$ cat config.mk
export PLATFORM = sky130hd
export DESIGN_NAME = act_stream_tx
export DESIGN_NICKNAME = d
export VERILOG_FILES = /design/src/rtl/act_stream_tx.sv
export SDC_FILE = /design/constraint.sdc
export NUM_CORES = 1
export LEC_CHECK = 0
export ABC_AREA = 1
export CAP_MARGIN = 15
export CORE_MARGIN = 8
export CORE_UTILIZATION = 40
export CTS_CLUSTER_DIAMETER = 40
export DETAILED_ROUTE_END_ITERATION = 16
export HOLD_SLACK_MARGIN = 0.06
export PLACE_DENSITY = 0.6
export REMOVE_ABC_BUFFERS = 1
export SLEW_MARGIN = 10
export SYNTH_ARGS = -nofsm -noshare
export SYNTH_HDL_FRONTEND = slang
export SYNTH_SLANG_ARGS = --single-unit
$ cat constraint.sdc
create_clock -name clk -period 4 [get_ports clk]
set_input_delay 1.2 -clock clk [delete_from_list [all_inputs] [get_ports clk]]
set_output_delay 1.2 -clock clk [all_outputs]
set_load 0.01 [all_outputs]
$ cat src/rtl/act_stream_tx.sv
`default_nettype none
// +--------------------------------------------------------------------------+
// | Module      : act_stream_tx                                              |
// | Description : Activation stream transmitter. Reads a contiguous block of |
// |               activation words from a 1-cycle-latency SRAM through a     |
// |               3-entry prefetch FIFO and presents them on a valid/ready   |
// |               stream with an optional per-word zero flag.                |
// | Option      : ACT_STREAM_ZERO_FLAG_EN - build per-entry zero flags.      |
// | Revision    : 1.0 - initial release                                      |
// +--------------------------------------------------------------------------+
module act_stream_tx #(
  parameter int DATA_WIDTH = 16,
  parameter int ADDR_WIDTH = 12,
  parameter int LEN_WIDTH  = 13
) (
  input  logic                  clk,
  input  logic                  arst,
  input  logic                  start,
  input  logic [ADDR_WIDTH-1:0] base_addr,
  input  logic [LEN_WIDTH-1:0]  length,
  output logic                  mem_re,
  output logic [ADDR_WIDTH-1:0] mem_addr,
  input  logic [DATA_WIDTH-1:0] mem_rdata,
  output logic [DATA_WIDTH-1:0] a_input,
  output logic                  a_valid,
  input  logic                  a_ready,
  output logic                  a_zero_flag,
  output logic                  busy,
  output logic                  done
);

  typedef enum logic [1:0] {
    S_IDLE   = 2'd0,
    S_STREAM = 2'd1,
    S_FINISH = 2'd2
  } state_t;

  localparam logic [ADDR_WIDTH-1:0] ADDR_ONE = {{(ADDR_WIDTH-1){1'b0}}, 1'b1};
  localparam logic [LEN_WIDTH-1:0]  LEN_ONE  = {{(LEN_WIDTH-1){1'b0}}, 1'b1};

  state_t                state, state_next;
  logic [ADDR_WIDTH-1:0] rd_addr;
  logic [LEN_WIDTH-1:0]  rd_left;
  logic [LEN_WIDTH-1:0]  tx_left;
  logic                  inflight;
  logic [DATA_WIDTH-1:0] fifo_data [3];
  logic [1:0]            wr_ptr, rd_ptr, fifo_count;
  logic                  launch, issue, push, pop;

  // Pointers walk 0,1,2,0,... over the three FIFO slots.
  function automatic logic [1:0] ptr_inc(input logic [1:0] p);
    return (p == 2'd2) ? 2'd0 : p + 2'd1;
  endfunction

  // Credit check counts buffered plus in-flight words only, so a_ready never
  // reaches mem_re combinationally.
  assign launch  = (state == S_IDLE) && start;
  assign issue   = (state == S_STREAM) && (rd_left != '0) &&
                   (({1'b0, fifo_count} + {2'b00, inflight}) < 3'd3);
  assign push    = inflight;
  assign a_valid = (fifo_count != 2'd0);
  assign pop     = a_valid && a_ready;

  assign mem_re   = issue;
  assign mem_addr = rd_addr;
  assign a_input  = fifo_data[rd_ptr];
  assign busy     = (state != S_IDLE);
  assign done     = (state == S_FINISH);

  // State register.
  always_ff @(posedge clk or posedge arst) begin
    if (arst) state <= S_IDLE;
    else      state <= state_next;
  end

  // Next-state logic: zero-length jumps straight to FINISH; last pop ends STREAM.
  always_comb begin
    state_next = state;
    case (state)
      S_IDLE:   if (start) state_next = (length != '0) ? S_STREAM : S_FINISH;
      S_STREAM: if (pop && (tx_left == LEN_ONE)) state_next = S_FINISH;
      S_FINISH: state_next = S_IDLE;
      default:  state_next = S_IDLE;
    endcase
  end

  // Read/transmit counters and the one-deep read-latency tracker.
  always_ff @(posedge clk or posedge arst) begin
    if (arst) begin
      rd_addr  <= '0;
      rd_left  <= '0;
      tx_left  <= '0;
      inflight <= 1'b0;
    end else begin
      inflight <= issue;
      if (launch) begin
        rd_addr <= base_addr;
        rd_left <= length;
        tx_left <= length;
      end else begin
        if (issue) begin
          rd_addr <= rd_addr + ADDR_ONE;
          rd_left <= rd_left - LEN_ONE;
        end
        if (pop) tx_left <= tx_left - LEN_ONE;
      end
    end
  end

  // Prefetch FIFO storage and occupancy; data is cleared so a_input resets to 0.
  always_ff @(posedge clk or posedge arst) begin
    if (arst) begin
      for (int i = 0; i < 3; i++) fifo_data[i] <= '0;
      wr_ptr     <= 2'd0;
      rd_ptr     <= 2'd0;
      fifo_count <= 2'd0;
    end else begin
      if (push) begin
        fifo_data[wr_ptr] <= mem_rdata;
        wr_ptr            <= ptr_inc(wr_ptr);
      end
      if (pop) rd_ptr <= ptr_inc(rd_ptr);
      case ({push, pop})
        2'b10:   fifo_count <= fifo_count + 2'd1;
        2'b01:   fifo_count <= fifo_count - 2'd1;
        default: fifo_count <= fifo_count;
      endcase
    end
  end

`ifdef ACT_STREAM_ZERO_FLAG_EN
  logic [2:0] fifo_zero;

  // Zero detection happens at push time so the output is a plain register.
  always_ff @(posedge clk or posedge arst) begin
    if (arst)      fifo_zero <= 3'b000;
    else if (push) fifo_zero[wr_ptr] <= (mem_rdata == '0);
  end

  assign a_zero_flag = fifo_zero[rd_ptr];
`else
  assign a_zero_flag = 1'b0;
`endif

endmodule
`default_nettype wire

# After elaboration in Yosys (flattened, before gate mapping)
# Cells that the tools add are included.
# word_totals
reg_bits	95
rom_bits	0
memories	0
ramBits	0
word_cells	68
latchBits	0
# op_classes
n_div	0
n_bitwise	2
order_cmp	4
mux	19
mul	0
shifts	0
reduce_logical	15
add_sub_neg	8
n_eq_ne	9
# ops
operator	n
$mux W13	4
$bwmux W48	1
$mux W16	3
$bmux W16 S2	1
$demux W16 S2	1
$reduce_bool A13 Y1	2
$sub A13 B1 Y13 const B	2
$mux W12	2
$eq A13 B1 Y1 const B	1
$add A12 B1 Y12 const B	1
$mux W2	5
$reduce_bool A2 Y1	5
$eq A2 B2 Y1 const B	4
$pmux W2 S2	2
$add A2 B1 Y2 const B	3
$ge A3 B3 Y1 const B	2
$logic_and A1 B1 Y1	6
$not A2 Y3	2
$eq A2 B1 Y1 const B	2
$add A2 B1 Y3	1
$lt A3 B1 Y1 const B	1
$lt A3 B2 Y1 const B	1
$logic_not A2 Y1	1
$ne A2 B1 Y1 const B	1
3 further kinds	3

# Logic depth before layout (Yosys ltp)
# logic_depth
word_depth	6
depth_mapped	10
depth_no_buf	9

# Worst setup path before layout
# No wires, ideal clock.
# synth_timing
path_type	flip-flop to output port
start	register inflight
end	output mem_re
t_required_ns	2.800
arrival_time_ns	1.393
slack_ns	1.407
path_stages_with_launch	9
cell_sequence	dfrtp_1 ha_1 ha_1 nand2_1 nand3_1 clkinv_1 nand2_4 inv_2 buf_6
# synth_between
elab_chain_len	3
# synth_rtl
item	line	rtl
from (decl)	45	logic inflight;
from (signal assigned)	95	inflight <= issue;
$add A2 B1 Y3	59	(({1'b0, fifo_count} + {2'b00, inflight}) < 3'd3);
$lt A3 B2 Y1	59	
$logic_and A1 B1 Y1	58	assign issue = (state == S_STREAM) && (rd_left != '0) &&
to (decl)	21	output logic mem_re,
# Every way passes these cells.

# Worst setup path in the final report
# Same ends and word-level chain as after synthesis.

==> results.yml <==
cells_and_area:
  stdcell_area_sq_um: 6360
  antenna-diode-count: 0
  synthToLayoutAreaGrowth_pct: 23.4
  final_cells: 948
  drive_above_1_share_pct: 5.28
  final_util_pct: 50.4
  finish.net_count: 824
route:
  vias: 4633
  antenna_left: 0
  drt-total-wl_mm: 12.9
  via_per_inst: 4.89
  post_drt_wl_per_cell_um: 13.6
  drc: 0
  drt_first_pass_iters: 5
  drt_iter0_markers: 335
logic_synthesis:
  ys.flop_type: "dfrtp_1"
  ys_seq_area_share_pct: 46.1
  synth_edf_count: 0
  syn_avg_cell_area_sq_um: 7.34
  syn-cell-area_sq_um: 5160
  synthArstFlopShare_pct: 100
  synth_area_leaders: "dfrtp_1, nand2_1, nand3_1"
  yosysWarnings: 0
  yosys_register_bits: 95
  ys_top_cells_by_count: "nand2_1, dfrtp_1, inv_1"
  synth_area_leader_cell: "dfrtp_1"
  synth.top_cell.area_share_pct: 46.1
  yosysMostFrequentCell: "nand2_1"
  syn_inst: 703
  yosysUniqueCellTypes: 30
placed_design:
  gp_congestion: 0.876
  port_buffers: 76
  place_inst: 930
  dpl.hpwl_mm: 8.82
  dpl_cell_area_sq_um: 6040
timing:
  slew_headroom_pct: 57.1
  final-hold-violation-count: 0
  fin_skew_ns: 0.00393
  whs_ns: 0.489
  drv_slew: 0
  tightest_slew_ns: 0.642
  fin_tns_setup_ns: 0
  post-route-period-util_pct: 88.2
  finalCriticalPeriod_ns: 3.53
  rsz0062_at_grt: "false"
  setup_viol: 0
  max_freq_mhz: 283
floorplan:
  boundaryPins: 78
  dieArea_sq_um: 16800
  die_h_um: 130
  coreArea_sq_um: 12600
  dieWidth_um: 130
  start_util_pct: 40.9
  rows: 41
setup_path:
  path_cells: "ha_1 -> ha_1 -> nand2_1 -> nand3_1 -> clkinv_1 -> nand2_4 -> inv_2 -> clkdlybuf4s50_1"
  critPathMostFrequentCell: "ha_1"
  cpMaxStageDelayCell: "clkdlybuf4s50_1"
  cp_slowest_stage_delay_ns: 0.54
  crit_type: "reg -> out"
  worstPathRequired_ns: 2.80
  crit_fanout: 24
  critPathCaptureType: "primary output"
  cp.arrival_ns: 2.33
  critPathLaunchType: "flip-flop"
cts:
  cts_hold_buf: 0
  htree_levels: 3
  cts.sinks: 95
  clockRootBuffer: "clkbuf_16"
  cts_made_buffers: 9
  clockBufferDepth: 2
  ctsResizeCount: 0
  clkTransAtPathRegs_ns: 0.07
  cts_setup_buffers: 0
  cts_tree: "done"
  insertion_delay_ns: 0.35
power_and_ir_drop:
  p_per_area_nw_per_um2: 829
  power.share.clock_pct: 16.0
  max-vdd-ir-drop_mv: 0.573
  swShare_pct: 43.2
  p_switching_mw: 2.28
  p_comb_share_pct: 50.0
  p_leak_nw: 3.09
  pwr-share-seq_pct: 34.0
  p_int_mw: 3.00
grt:
  overflow: 0
  grt_pass1_wl_mm: 21.7
  grt_pass1_vias: 4437
  grt_max_degree: 73
  antenna_found_initial: 0
  grt_usage_pct: 16.3
job:
  maxCapViolations: 0
worst_hold_path:
  hold_class: "reg -> reg"
outcome:
  status: "completed"
==> power groups by stage <==
stage	clock network, mW	logic (mW)	registers [mW]
floorplan	0	1.69	1.75
global placement	0	2.60	1.80
detailed placement	0	2.66	1.81
CTS	0.870	2.67	1.79
global route	0.913	3.04	1.86
finish	0.844	2.64	1.80
==> final cells by class <==
| class | instances | area, sq um |
|---|---|---|
| repair buffers | 82 | 830 |
| fillers | 1270 | 6250 |
| well taps | 172 | 215 |
| inverters | 93 | 350 |
| clock inverters | 5 | 38.8 |
| multi-input cells | 490 | 2300 |
| clock buffers | 11 | 253 |
| flip-flops and latches | 95 | 2380 |
==> logic make-up after synthesis <==
family | share of synthesized area (%)
AOI/OAI and AO/OA | 10.4
xor gates and xnor gates | 1.53
adders and majority gates | 1.94
buffers and inverters | 9.39
DFF | 46.1
other | 0.0727
and+or+nand+nor | 30.6
==> registers in the layout, indices dropped and copies added, names as in the netlist <==
name,cells
fifo_count,2
fifo_data,48
inflight,1
mem_addr,12
rd_left,13
rd_ptr,2
state,2
tx_left,13
wr_ptr,2
==> path summary, 6_finish.rpt <==
| check | from | slack (ns) | cells past startpoint | end |
|---|---|---|---|---|
| setup / recovery | inflight | 0.47 | 8 | mem_re |
| hold / removal | fifo_data[8] | 0.49 | 2 | fifo_data[8] |
| setup reg to reg | inflight | 2.03 | 9 | rd_left[0] |
| hold reg to reg | fifo_data[8] | 0.49 | 2 | fifo_data[8] |
| max in group asynchronous | arst | 2.08 | 3 | fifo_data[13] |
| min in group asynchronous | arst | 1.18 | 2 | fifo_data[6] |
==> worst max-delay path: cells and delay by family (launching register included) <==
kind | cells | cell delay (ns)
buf+inv | 3 | 0.73
fa+ha+maj | 2 | 0.49
flops | 1 | 0.44
simple gates | 3 | 0.32
==> placed cells by master, fill, tap and decap left out, types with 2 or more instances in the layout <==
cell	instances
a21oi_1	2
nand2_1	231
inv_1	86
dfrtp_1	95
o21ai_0	68
clkbuf_16	9
o21ai_2	3
clkinv_1	2
inv_2	4
xnor2_1	4
nor2_2	2
nand2_2	4
inv_6	3
ha_1	8
o211ai_1	18
nor2_1	48
o21ai_1	2
nand4_1	8
clkbuf_8	2
nor3_1	2
clkdlybuf4s50_1	76
nor2_4	2
nand3_1	76
buf_4	3
clkinv_2	2
xor2_1	5
==> per-layer routing <==
layer	share of wire, %	vias to the layer above	GRT usage [%]
li1	-	2362	-
met1	48	2150	21.3
met2	45	111	26.1
met3	5.4	10	4.97
met4	0.84	0	3.14
met5	0	-	0
==> through the flow <==
stage | worst slack, ns | total power, mW
global placement | 0.850 | 4.40
global route | 0.309 | 5.81
CTS | 0.439 | 5.34
detailed placement | 0.838 | 4.47
finish | 0.471 | 5.28
floorplan | 0.323 | 3.44
Note: power is estimated with default switching activity, not from simulation.
